File: src/rtl/alu_ex_retire_stage.sv
// EX->MEM retire stage: registers ALU result and writeback control, resolves branches,
// and decouples MEM stalls with a 2-entry main/skid buffer. Optional macro: RESULT_PARITY_EN.
module alu_ex_retire_stage #(
    parameter int unsigned XLEN = 64,
    parameter int unsigned REGW = 5
) (
    input  logic            clk,
    input  logic            rst,
    input  logic            flush,
    input  logic            in_valid,
    output logic            in_ready,
    input  logic [XLEN-1:0] in_result,
    input  logic            in_zero,
    input  logic [REGW-1:0] in_rd,
    input  logic            in_we,
    input  logic            in_branch,
    input  logic            in_bne,
    input  logic [XLEN-1:0] in_pc,
    input  logic [XLEN-1:0] in_imm,
    output logic            out_valid,
    input  logic            out_ready,
    output logic [XLEN-1:0] out_result,
    output logic [REGW-1:0] out_rd,
    output logic            out_we,
    output logic            br_taken,
    output logic [XLEN-1:0] br_target,
    output logic [1:0]      occupancy
`ifdef RESULT_PARITY_EN
    ,
    output logic            out_parity
`endif
);

    typedef struct packed {
        logic [XLEN-1:0] result;
        logic [REGW-1:0] rd;
        logic            we;
        logic            taken;
        logic [XLEN-1:0] target;
`ifdef RESULT_PARITY_EN
        logic            parity;
`endif
    } beat_t;

    beat_t      new_beat;
    beat_t      main_q, main_d;
    beat_t      skid_q, skid_d;
    logic       main_v_q, main_v_d;
    logic       skid_v_q, skid_v_d;
    logic       in_ready_q, in_ready_d;
    logic       br_taken_q, br_taken_d;
    logic [1:0] occ_q, occ_d;
    logic       accept;
    logic       pop;

    // Beat as it will be presented to MEM, fully decoded at capture time.
    always_comb begin
        new_beat        = '0;
        new_beat.result = in_result;
        new_beat.rd     = in_rd;
        new_beat.we     = in_we & (in_rd != '0);
        new_beat.taken  = in_branch & (in_zero ^ in_bne);
        new_beat.target = in_pc + in_imm;
`ifdef RESULT_PARITY_EN
        new_beat.parity = ^in_result;
`endif
    end

    assign accept = in_valid & in_ready_q;
    assign pop    = main_v_q & out_ready;

    // Main/skid next state; skid can only fill while main is held.
    always_comb begin
        main_d   = main_q;
        skid_d   = skid_q;
        main_v_d = main_v_q;
        skid_v_d = skid_v_q;
        if (flush) begin
            main_v_d = 1'b0;
            skid_v_d = 1'b0;
        end else if (!main_v_q) begin
            if (accept) begin
                main_d   = new_beat;
                main_v_d = 1'b1;
            end
        end else if (pop) begin
            if (skid_v_q) begin
                main_d   = skid_q;
                skid_v_d = accept;
                if (accept) begin
                    skid_d = new_beat;
                end
            end else begin
                main_v_d = accept;
                if (accept) begin
                    main_d = new_beat;
                end
            end
        end else if (accept) begin
            skid_d   = new_beat;
            skid_v_d = 1'b1;
        end
        occ_d      = 2'(main_v_d) + 2'(skid_v_d);
        in_ready_d = ~skid_v_d;
        br_taken_d = main_v_d & main_d.taken;
    end

    always_ff @(posedge clk or posedge rst) begin
        if (rst) begin
            main_q     <= '0;
            skid_q     <= '0;
            main_v_q   <= 1'b0;
            skid_v_q   <= 1'b0;
            in_ready_q <= 1'b1;
            br_taken_q <= 1'b0;
            occ_q      <= 2'd0;
        end else begin
            main_q     <= main_d;
            skid_q     <= skid_d;
            main_v_q   <= main_v_d;
            skid_v_q   <= skid_v_d;
            in_ready_q <= in_ready_d;
            br_taken_q <= br_taken_d;
            occ_q      <= occ_d;
        end
    end

    assign in_ready   = in_ready_q;
    assign out_valid  = main_v_q;
    assign out_result = main_q.result;
    assign out_rd     = main_q.rd;
    assign out_we     = main_q.we;
    assign br_taken   = br_taken_q;
    assign br_target  = main_q.target;
    assign occupancy  = occ_q;
`ifdef RESULT_PARITY_EN
    assign out_parity = main_q.parity;
`endif

endmodule
File: config.mk
export PLATFORM = sky130hd
export DESIGN_NAME = alu_ex_retire_stage
export DESIGN_NICKNAME = d
export VERILOG_FILES = /design/src/rtl/alu_ex_retire_stage.sv
export SDC_FILE = /design/constraint.sdc
export NUM_CORES = 1
export LEC_CHECK = 0
export CAP_MARGIN = 20
export CORE_MARGIN = 2
export CORE_UTILIZATION = 56
export CTS_CLUSTER_DIAMETER = 200
export DETAILED_ROUTE_END_ITERATION = 10
export PLACE_DENSITY = 0.89
export SETUP_SLACK_MARGIN = 0.15
export SLEW_MARGIN = 0
export SYNTH_ARGS = -nofsm -noshare
export SYNTH_HDL_FRONTEND = slang
export SYNTH_SLANG_ARGS = --single-unit
File: constraint.sdc
create_clock -name clk -period 17.5 [get_ports clk]
set_input_delay 3.5 -clock clk [delete_from_list [all_inputs] [get_ports clk]]
set_output_delay 3.5 -clock clk [all_outputs]
set_load 0.01 [all_outputs]
==> flow_summary_export.csv <==
group,metric,value,unit
worst_setup_path,regToRegSetupSlack,14300,ps
logic_synthesis,synth.top_cell.area_share,44.13,%
worst_setup_path,reg2reg_from,"out_valid",
worst_setup_path,cp-end-kind,"flip-flop",
clock_network,clockRootBuffer,"clkbuf_16",
sta,fmax,0.1453,GHz
die,fp.dieW,170.9,um
sta,rsz0062_at_grt,"false",
sta,holdWs,474.9,ps
clock_network,clock_latency,540,ps
sta,slew_violations,0,
logic_synthesis,ys_ff_latch,276,
finish,n_fill_cell,2070,
die,core-area,0.02763,mm^2
placed_design,pre_cts_slack,10260,ps
sta,worst_slack,10620,ps
die,start_util,56.44,%
drt,antenna_left,0,
sta,min_period,6883,ps
global_route,grtUsageTotal,29.18,%
clock_network,path_clk_slew,60,ps
power_and_ir_drop,vdd_drop_max,0.00007039,V
logic_synthesis,postSynth.asyncResetShare,100.0,%
drt,vias,14120,
sta,tns,0,ps
logic_synthesis,synth_flop_cell,"dfrtp_1",
clock_network,htreeDepth,1,
logic_synthesis,synth_top_area_cell,"dfrtp_1",
logic_synthesis,synth.area.mux_share,0.4092,%
logic_synthesis,synthXorXnorAreaFrac,3.370,%
worst_setup_path,cp-start-kind,"input pin",
sta,tightest_slew,1156,ps
finish,drive_gt1_share,4.064,%
outcome,status,"complete, no violations",
sta,finalSetupViolCount,0,
drt,drt_pre_antenna_iters,6,
logic_synthesis,yosys.area_share.simple,17.41,%
finish,fin_area,0.01921,mm^2
placed_design,port-buffer-count,344,
logic_synthesis,synthAdderAreaFrac,5.264,%
logic_synthesis,yosysSeqAreaShare,44.30,%
clock_network,holdBufCountCts,0,
sta,hold_viol_final,0,
logic_synthesis,netlist_area,0.01559,mm^2
placed_design,globalplace.congestion,0.9570,
worst_hold_path,hold_start,"skid_q[119]",
placed_design,hpwl,29690,um
die,placementRows,61,
clock_network,cts_tree,"built",
clock_network,clockBufferDepth,3,
sta,period_share,39.33,%
finish,final_core_util,69.54,%
clock_network,cts_buffers,28,
worst_setup_path,cp_max_fo,5,
global_route,grt_pass1_vias,13760,
drt,vias_per_cell,5.956,
worst_setup_path,crit_path_start,"in_pc[0]",
clock_network,post_cts_buffers,0,
logic_synthesis,synth_fp_nets,2091,
worst_setup_path,required,17900,ps
logic_synthesis,synth_compound_area_share,19.71,%
sta,skew,6.833,ps
finish,insertedDiodeCount,0,
finish,multi_input_area,0.007241,mm^2
drt,wl,44120,um
logic_synthesis,syn_avg_cell_area,8.568,um^2
logic_synthesis,ys_types,69,
sta,maxSlewHeadroom,22.92,%
global_route,grt_pass1_wl,68790,um
die,die_y,170.9,um
die,pin_count,345,
worst_setup_path,critical_path_class,"in -> reg",
finish,nNetsFinal,2244,
global_route,antenna_found_initial,0,
drt,drt_first_iter_violations,1291,
global_route,grt_overflow,0,
clock_network,post_cts_resized,0,
clock_network,clkSinkCount,276,
logic_synthesis,synth_edf_count,0,
logic_synthesis,ys.warnings.count,0,
placed_design,place_area,0.01828,mm^2
power_and_ir_drop,leakagePower,0.008723,uW
logic_synthesis,synth_top_family_by_area,"compound AO/OA/AOI/OAI gates",
power_and_ir_drop,p_per_area,110.0,mW/mm^2
global_route,grt_max_degree,135,
job,drv_cap,0,
drt,drc,0,
logic_synthesis,synthTopCellsByArea,"dfrtp_1 (44%), nand2_1 (13%), buf_4 (6.4%)",
die,dieArea,0.02920,mm^2
finish,ff_latch_area,0.006908,mm^2
logic_synthesis,synthCells,1820,
worst_setup_path,critPathArrivalTime,7280,ps
drt,wl_per_cell,18.61,um
worst_hold_path,hold_class,"reg -> reg",
finish,synthToLayoutAreaGrowth,23.20,%
-- routing by layer --
metal / GRT usage, % / vias to the layer above / wire, um
li1: - / 6460 / -
met1: 38.02 / 6719 / 17590
met2: 49.41 / 804 / 21150
met3: 3.539 / 139 / 3655
met4: 12.42 / 0 / 1717
met5: 0 / - / 0
-- area by class of cell --
| cell class | instances | share of cell area, % |
|---|---|---|
| clock inverters | 7 | 0.2214 |
| well taps | 378 | 2.462 |
| repair buffers | 355 | 18.56 |
| flip-flops and latches | 276 | 35.96 |
| multi-input cells | 1281 | 37.69 |
| inverters | 31 | 0.6447 |
| clock buffers | 43 | 4.468 |
-- worst paths after layout --
path                                   to  cells after the start
setup reg to reg            br_target[60]                      5
setup / recovery            br_target[60]                     14
hold reg to reg               skid_q[119]                      2
hold / removal                skid_q[119]                      2
min in group asynchronous  out_result[63]                      2
max in group asynchronous   br_target[48]                      3
-- cell usage in the layout, fill, tap and decap left out, types with 3 or more instances in the layout --
| cell | n |
|---|---|
| a211oi_1 | 4 |
| a21o_1 | 20 |
| a21oi_1 | 85 |
| a222oi_1 | 14 |
| a22oi_1 | 114 |
| a31oi_1 | 10 |
| and2_1 | 6 |
| and3_1 | 9 |
| buf_4 | 9 |
| clkbuf_1 | 6 |
| clkbuf_16 | 29 |
| clkbuf_8 | 8 |
| clkdlybuf4s50_1 | 344 |
| clkinv_2 | 4 |
| clkinvlp_4 | 3 |
| dfrtp_1 | 275 |
| ha_1 | 64 |
| inv_1 | 30 |
| mux2_2 | 3 |
| mux2i_1 | 3 |
| nand2_1 | 525 |
| nand2b_1 | 6 |
| nand3_1 | 24 |
| nand4_1 | 11 |
| nor2_1 | 44 |
| nor2b_1 | 6 |
| nor3_1 | 11 |
| nor4_1 | 3 |
| o211ai_1 | 3 |
| o21a_1 | 8 |
| o21ai_0 | 167 |
| o21ai_1 | 6 |
| o21bai_1 | 11 |
| o31ai_1 | 8 |
| or3_1 | 3 |
| or4_1 | 3 |
| xnor2_1 | 40 |
| xor2_1 | 20 |
-- sequential cells by signal, indices dropped and copies added, names as in the netlist --
signal and flops:
out_rd 5, br_taken 1, out_we 1, out_valid 1, br_target 64, skid_v_q 1
main_q 1, out_result 64, occupancy 2, in_ready 1, skid_q 135
-- stage by stage --
stage | total power [uW] | std cells
finish | 2112 | 2371
global route | 2222 | 2371
CTS | 2114 | 2370
detailed placement | 1524 | 2320
global placement | 1494 | 2319
floorplan | 1310 | 1820
-- worst max-delay path, cell delays in order --
cell and delay, ps:
clkdlybuf4s50_1 470, ha_1 180, inv_1 60, fa_1 390, nor2b_1 240, o2111ai_1 220
a2111oi_2 550, o21bai_1 160, a211oi_1 270, nor2_1 150, o32a_1 210, a21oi_1 420
mux2i_1 300, o21ai_0 150
-- cell usage after synthesis (4+ instances only) --
cell        n
or3_1       4
xnor2_1    40
inv_1      31
o21a_1      8
buf_1       8
a31oi_1    10
a211oi_1    4
a21o_1     22
a22oi_1   114
ha_1       64
nand3_1    24
dfrtp_1   275
nor2_1     46
a222oi_1   14
nand2b_1    6
nor2b_1     7
o21ai_0   167
xor2_1     20
o21ai_1     6
o31ai_1     8
clkbuf_1   90
and3_1     10
o21bai_1   11
nand2_1   525
a21oi_1    85
nand4_1    11
buf_4     133
nor3_1     12
and2_1      6
-- kinds of logic (layout without fill, tap and decap cells) --
family                   after synthesis  count (layout)
adder cells (fa/ha/maj)               65              65
AND/OR/NAND/NOR                      666             666
multiplexers                           6               6
AO/OA/AOI/OAI                        484             484
buffers and inverters                263             436
flip-flops                           276             276
XOR/XNOR                              60              60
-- report_power, final --
group          switching, uW  internal [uW]  total (uW)
Clock                    248            336         584
Combinational            321            300         621
Sequential               102            805         907
No activity file was read; power rests on OpenSTA's default activity.
